**src/rtl/tdm_mux_8_1.sv**
```systemverilog
// tdm_mux_8_1: round-robin TDM transmitter. Snapshots eight 1-bit channels
// into a shadow register and serializes them onto Y with the slot index on S,
// each slot held for SLOT_CYCLES clocks. Frames may be chained with no gap.
module tdm_mux_8_1 #(
  parameter int SLOT_CYCLES = 1  // legal range 1..256
) (
  input  logic       clk,
  input  logic       rst,
  input  logic       start,
  input  logic       D0,
  input  logic       D1,
  input  logic       D2,
  input  logic       D3,
  input  logic       D4,
  input  logic       D5,
  input  logic       D6,
  input  logic       D7,
  output logic       Y,
  output logic [2:0] S,
  output logic       valid,
  output logic       busy,
  output logic       frame_start,
  output logic       last
);

  typedef enum logic {IDLE, SEND} state_t;

  // Terminal count of the per-slot cycle counter; 256 maps to 255.
  localparam logic [7:0] TC = 8'(SLOT_CYCLES - 1);

  state_t     state;
  logic [7:0] shadow;
  logic [7:0] cnt;
  logic [7:0] cnt_inc;
  logic [7:0] d_in;
  logic [2:0] s_inc;
  logic       at_tc;
  logic       do_capture;

  // Next-value helpers and the capture condition (idle request, or chained
  // request in the final cycle of slot 7).
  always_comb begin
    d_in       = {D7, D6, D5, D4, D3, D2, D1, D0};
    cnt_inc    = cnt + 8'd1;
    s_inc      = S + 3'd1;
    at_tc      = (cnt == TC);
    do_capture = start && ((state == IDLE) || (state == SEND && last));
  end

  // Single-process FSM: all outputs are registered alongside the state.
  // NOTE: non-blocking assignments here so every register samples the
  // pre-edge values; blocking would let later lines see half-updated state.
  always_ff @(posedge clk) begin
    if (rst) begin
      state       <= IDLE;
      // NOTE: the shadow register is small and cleared with everything else so
      // nothing observable depends on power-up contents.
      shadow      <= 8'd0;
      cnt         <= 8'd0;
      Y           <= 1'b0;
      S           <= 3'd0;
      valid       <= 1'b0;
      busy        <= 1'b0;
      frame_start <= 1'b0;
      last        <= 1'b0;
    end else if (do_capture) begin
      // Y takes D0 straight from the inputs since shadow updates this edge.
      state       <= SEND;
      shadow      <= d_in;
      cnt         <= 8'd0;
      Y           <= d_in[0];
      S           <= 3'd0;
      valid       <= 1'b1;
      busy        <= 1'b1;
      frame_start <= 1'b1;
      last        <= 1'b0;
    end else if (state == SEND) begin
      frame_start <= 1'b0;
      if (last) begin
        // Frame complete with no chained request: drop back to idle values.
        state <= IDLE;
        cnt   <= 8'd0;
        Y     <= 1'b0;
        S     <= 3'd0;
        valid <= 1'b0;
        busy  <= 1'b0;
        last  <= 1'b0;
      end else if (at_tc) begin
        // Slot boundary: advance S and present the next captured channel.
        cnt  <= 8'd0;
        S    <= s_inc;
        Y    <= shadow[s_inc];
        last <= (s_inc == 3'd7) && (TC == 8'd0);
      end else begin
        cnt  <= cnt_inc;
        last <= (S == 3'd7) && (cnt_inc == TC);
      end
    end
  end

endmodule

```
**config.mk**
```make
export PLATFORM = sky130hd
export DESIGN_NAME = tdm_mux_8_1
export DESIGN_NICKNAME = d
export VERILOG_FILES = /design/src/rtl/tdm_mux_8_1.sv
export SDC_FILE = /design/constraint.sdc
export NUM_CORES = 1
export LEC_CHECK = 0
export CAP_MARGIN = 15
export CORE_AREA = 2 2 53 55
export CTS_CLUSTER_DIAMETER = 80
export CTS_CLUSTER_SIZE = 8
export DETAILED_ROUTE_END_ITERATION = 10
export DIE_AREA = 0 0 55 57
export GPL_ROUTABILITY_DRIVEN = 0
export HOLD_SLACK_MARGIN = 0.02
export PLACE_DENSITY = 0.78
export SLEW_MARGIN = 25
export SYNTH_ARGS = -nofsm -noshare
export SYNTH_HDL_FRONTEND = slang
export SYNTH_SLANG_ARGS = --single-unit
export TNS_END_PERCENT = 50
```
**constraint.sdc**
```tcl
create_clock -name clk -period 2.7 [get_ports clk]
set_input_delay 0.54 -clock clk [delete_from_list [all_inputs] [get_ports clk]]
set_output_delay 0.54 -clock clk [all_outputs]
set_load 0.01 [all_outputs]
```
==> results.yml <==
logic_synthesis:
  async_reset_ff_frac: 0
  yosys_register_bits: 24
  yosys.area.top_type_share: 0.379
  sequential_element_share_of_the_synthesized_area: 0.379
  most_instantiated_library_cell_after_synthesis: "sky130_fd_sc_hd__dfxtp_1"
  synth_commonest_cells: "24 x sky130_fd_sc_hd__dfxtp_1, 19 x sky130_fd_sc_hd__a21oi_1, 18 x sky130_fd_sc_hd__nand2_1, 10 x sky130_fd_sc_hd__nand3_1"
  yosysUniqueCellTypes: 39
  synth_area_leader: "sky130_fd_sc_hd__dfxtp_1"
  yosys_warnings: 0
  yosys_most_used_dff: "sky130_fd_sc_hd__dfxtp_1"
  synth_enable_flop_cells: 0
  synthesis.area_per_instance_um2: 8.73
  synth_fp_nets: 161
  post_synth_inst_count: 145
  post_synth_instance_area_mm2: 0.00127
  netlist_top_cells_area: "sky130_fd_sc_hd__dfxtp_1 38%, sky130_fd_sc_hd__a21oi_1 7.5%, sky130_fd_sc_hd__nand2_1 5.3%"
power_and_ir_drop:
  leakage_nw: 0.558
  total_power_mw: 0.723
  total_power_divided_by_cell_area_mw_per_mm2: 482
  vdd_drop_max_uv: 483
placement:
  total_instance_count_after_detailed_placement: 188
  hpwl_um: 2040
  placedInstanceArea_mm2: 0.00145
  io_buffers: 18
timing:
  unrepaired_setup_endpoints_after_global_routing: "no"
  worst_slew_margin_rel: 0.666
  final.setup_skew_ns: 0.00169
  slew_violations: 0
  clock.fmax_ghz: 0.486
  timing_worst_slew_pin_value_ns: 0.500
  tns_ns: 0
  setup_viol: 0
  period_minus_slack_ns: 2.06
  layout_worst_path_cycle_share: 0.762
  hold_slack_ns: 0.474
  report.final.hold_viol_count: 0
finish:
  finish.net_count: 178
  stdcell_count: 192
  insertedDiodeCount: 0
  drive_gt1_frac: 0.0870
  area_growth_syn_to_layout_pct: 18.4
  layout.filler_cells: 253
  stdcell_area_mm2: 0.00150
setup_path:
  worst_setup_path_start_kind: "register"
  cpLargestDelayFamily: "multiplexers"
  critPathMaxStageDelay_ns: 0.50
  worst-path-max-fanout: 6
  crit-reg2reg-capture: "Y"
  critPathCaptureType: "register"
  setup.reg_to_reg.worst_slack_ns: 0.64
  critical_path.slowest_cell: "sky130_fd_sc_hd__mux4_2"
  worst-r2r-cell-count: 6
  critical_path.reg2reg.startpoint: "S[0]"
  timing.setup.critical_path_class: "reg -> reg"
  worst_ep_required_time_ns: 2.93
  timing.critical_path.cells: "inv_1, ha_1, mux4_2, mux2i_1, nor4_1, a311o_1"
  crit_path_arrival_time_ns: 2.29
  cp_num_buf_inv: 1
clock_tree:
  postCtsSetupBuffers: 0
  max-clock-path-buffers: 2
  clk-insertion-delay-late_ns: 0.32
  tritoncts: "done"
  cts-buffers-inserted: 3
  ctsHoldBuffers: 0
  cts.sink_count: 24
  htreeDepth: 1
  count_of_cells_resized_by_post_cts_repair: 0
  ctsRootBufferMaster: "sky130_fd_sc_hd__clkbuf_4"
  clkSlewWorstSetupHoldPaths_ns: 0.13
routing:
  drc: 0
  avgRoutedWirePerCell_um: 14.3
  via_per_inst: 5.98
  wl_um: 2750
  ant_nets: 0
  drtPass1Iterations: 4
  detailroute.via_count: 1148
  detail_route.iter0.violations: 22
hold_path:
  hold_path.startpoint: "frame_start"
  hold-path-cell-count: 2
  hold_end: "frame_start"
  min_path_type: "reg -> reg"
run_status:
  run_status: "finished, final reports clean"
die:
  die_height_um: 57
  ioPinCount: 19
  core-area_mm2: 0.00262
  core.rowCount: 19
  floorplan.die_area_mm2: 0.00314
  die_span_in_x_um: 55
  initial_core_util: 0.484
global_route:
  grt_pass1_vias: 1107
  wire_length_of_the_first_global_routing_pass_um: 4710
  antenna_found_initial: 0
  grt_start_max_net_pins: 15
  grt_total_usage: 0.203
  sum_of_overflow_across_all_layers_after_global_routing: 0
flow_run:
  drv_cap: 0
flip-flops by register name, summed over array words and instances (netlist names):
signal,cells
cnt,8
busy,1
last,1
shadow,8
state,1
Y,1
S,3
frame_start,1
where the power goes:
| group | switching [mW] | total, mW | internal [mW] |
|---|---|---|---|
| registers | 0.0115 | 0.378 | 0.367 |
| logic | 0.0372 | 0.0794 | 0.0421 |
| clock network | 0.114 | 0.265 | 0.150 |
| total | 0.163 | 0.723 | 0.559 |
routing by layer:
layer / routed length (um) / vias to the layer above / GRT usage / share of wire
met5: 0 / - / 0 / 0
met4: 13 / 0 / 0.0836 / 0.0047
met3: 128 / 2 / 0.0628 / 0.046
met2: 1440 / 31 / 0.333 / 0.52
met1: 1170 / 548 / 0.239 / 0.43
li1: - / 567 / - / -
worst max path at each step:
| stage | startpoint | end | slack (ns) | cells after the start |
|---|---|---|---|---|
| floorplan | S[0] | Y | 0.75 | 6 |
| global placement | rst | last | 0.65 | 3 |
| detailed placement | rst | last | 0.63 | 3 |
| CTS | S[0] | Y | 0.63 | 6 |
| global route | S[0] | Y | 0.52 | 6 |
| finish | S[0] | Y | 0.64 | 6 |
area by class of cell:
class	count	area, um^2	area share
Sequential cell	24	480	0.321
Tap cell	31	38.8	0.0259
Inverter	4	15.0	0.0100
Timing Repair Buffer	21	203	0.135
Clock buffer	3	22.5	0.0150
Clock inverter	1	30.0	0.0200
Multi-Input combinational cell	108	709	0.473
cells in the final DEF (no fill, tap or decap), types with 2 or more instances in the layout:
cell                              instances
sky130_fd_sc_hd__nand3_1                 10
sky130_fd_sc_hd__a21oi_1                 19
sky130_fd_sc_hd__nor4_1                   2
sky130_fd_sc_hd__nor2b_1                  2
sky130_fd_sc_hd__a311oi_1                 4
sky130_fd_sc_hd__mux2i_1                  3
sky130_fd_sc_hd__nor2_1                   6
sky130_fd_sc_hd__a21o_1                   2
sky130_fd_sc_hd__inv_1                    4
sky130_fd_sc_hd__nor3_1                   4
sky130_fd_sc_hd__mux4_2                   2
sky130_fd_sc_hd__a41oi_1                  3
sky130_fd_sc_hd__o21ai_0                  6
sky130_fd_sc_hd__dfxtp_1                 24
sky130_fd_sc_hd__clkdlybuf4s50_1         18
sky130_fd_sc_hd__or3_1                    2
sky130_fd_sc_hd__nand2b_1                 3
sky130_fd_sc_hd__clkbuf_4                 3
sky130_fd_sc_hd__nand2_1                 18
sky130_fd_sc_hd__ha_1                     5
sky130_fd_sc_hd__buf_4                    3
sky130_fd_sc_hd__xor2_1                   2
worst reg2reg max path: cells and delay by family (launching register included):
kind / cells / cell delay, ns
buffers and inverters: 1 / 0.10
flip-flops: 1 / 0.47
adder cells (fa/ha/maj): 1 / 0.35
AND/OR/NAND/NOR: 1 / 0.06
AO/OA/AOI/OAI: 1 / 0.33
multiplexers: 2 / 0.66
stage by stage:
| step | setup slack (ns) | utilization |
|---|---|---|
| final | 0.643 | 0.573 |
| after global routing | 0.517 | 0.573 |
| after CTS | 0.631 | 0.573 |
| after detailed placement | 0.628 | 0.553 |
| after global placement | 0.655 | 0.553 |
| after floorplan | 0.748 | - |
cell families (layout without fill, tap and decap cells):
family | Yosys count | after routing | share of synthesized area
and+or+nand+nor | 54 | 54 | 0.224
xor gates and xnor gates | 2 | 2 | 0.0138
buffers and inverters | 13 | 29 | 0.0603
muxes | 5 | 5 | 0.0593
AOI/OAI and AO/OA | 42 | 42 | 0.213
DFF | 24 | 24 | 0.379
adders and majority gates | 5 | 5 | 0.0494
(Power assumes the default switching activity.)
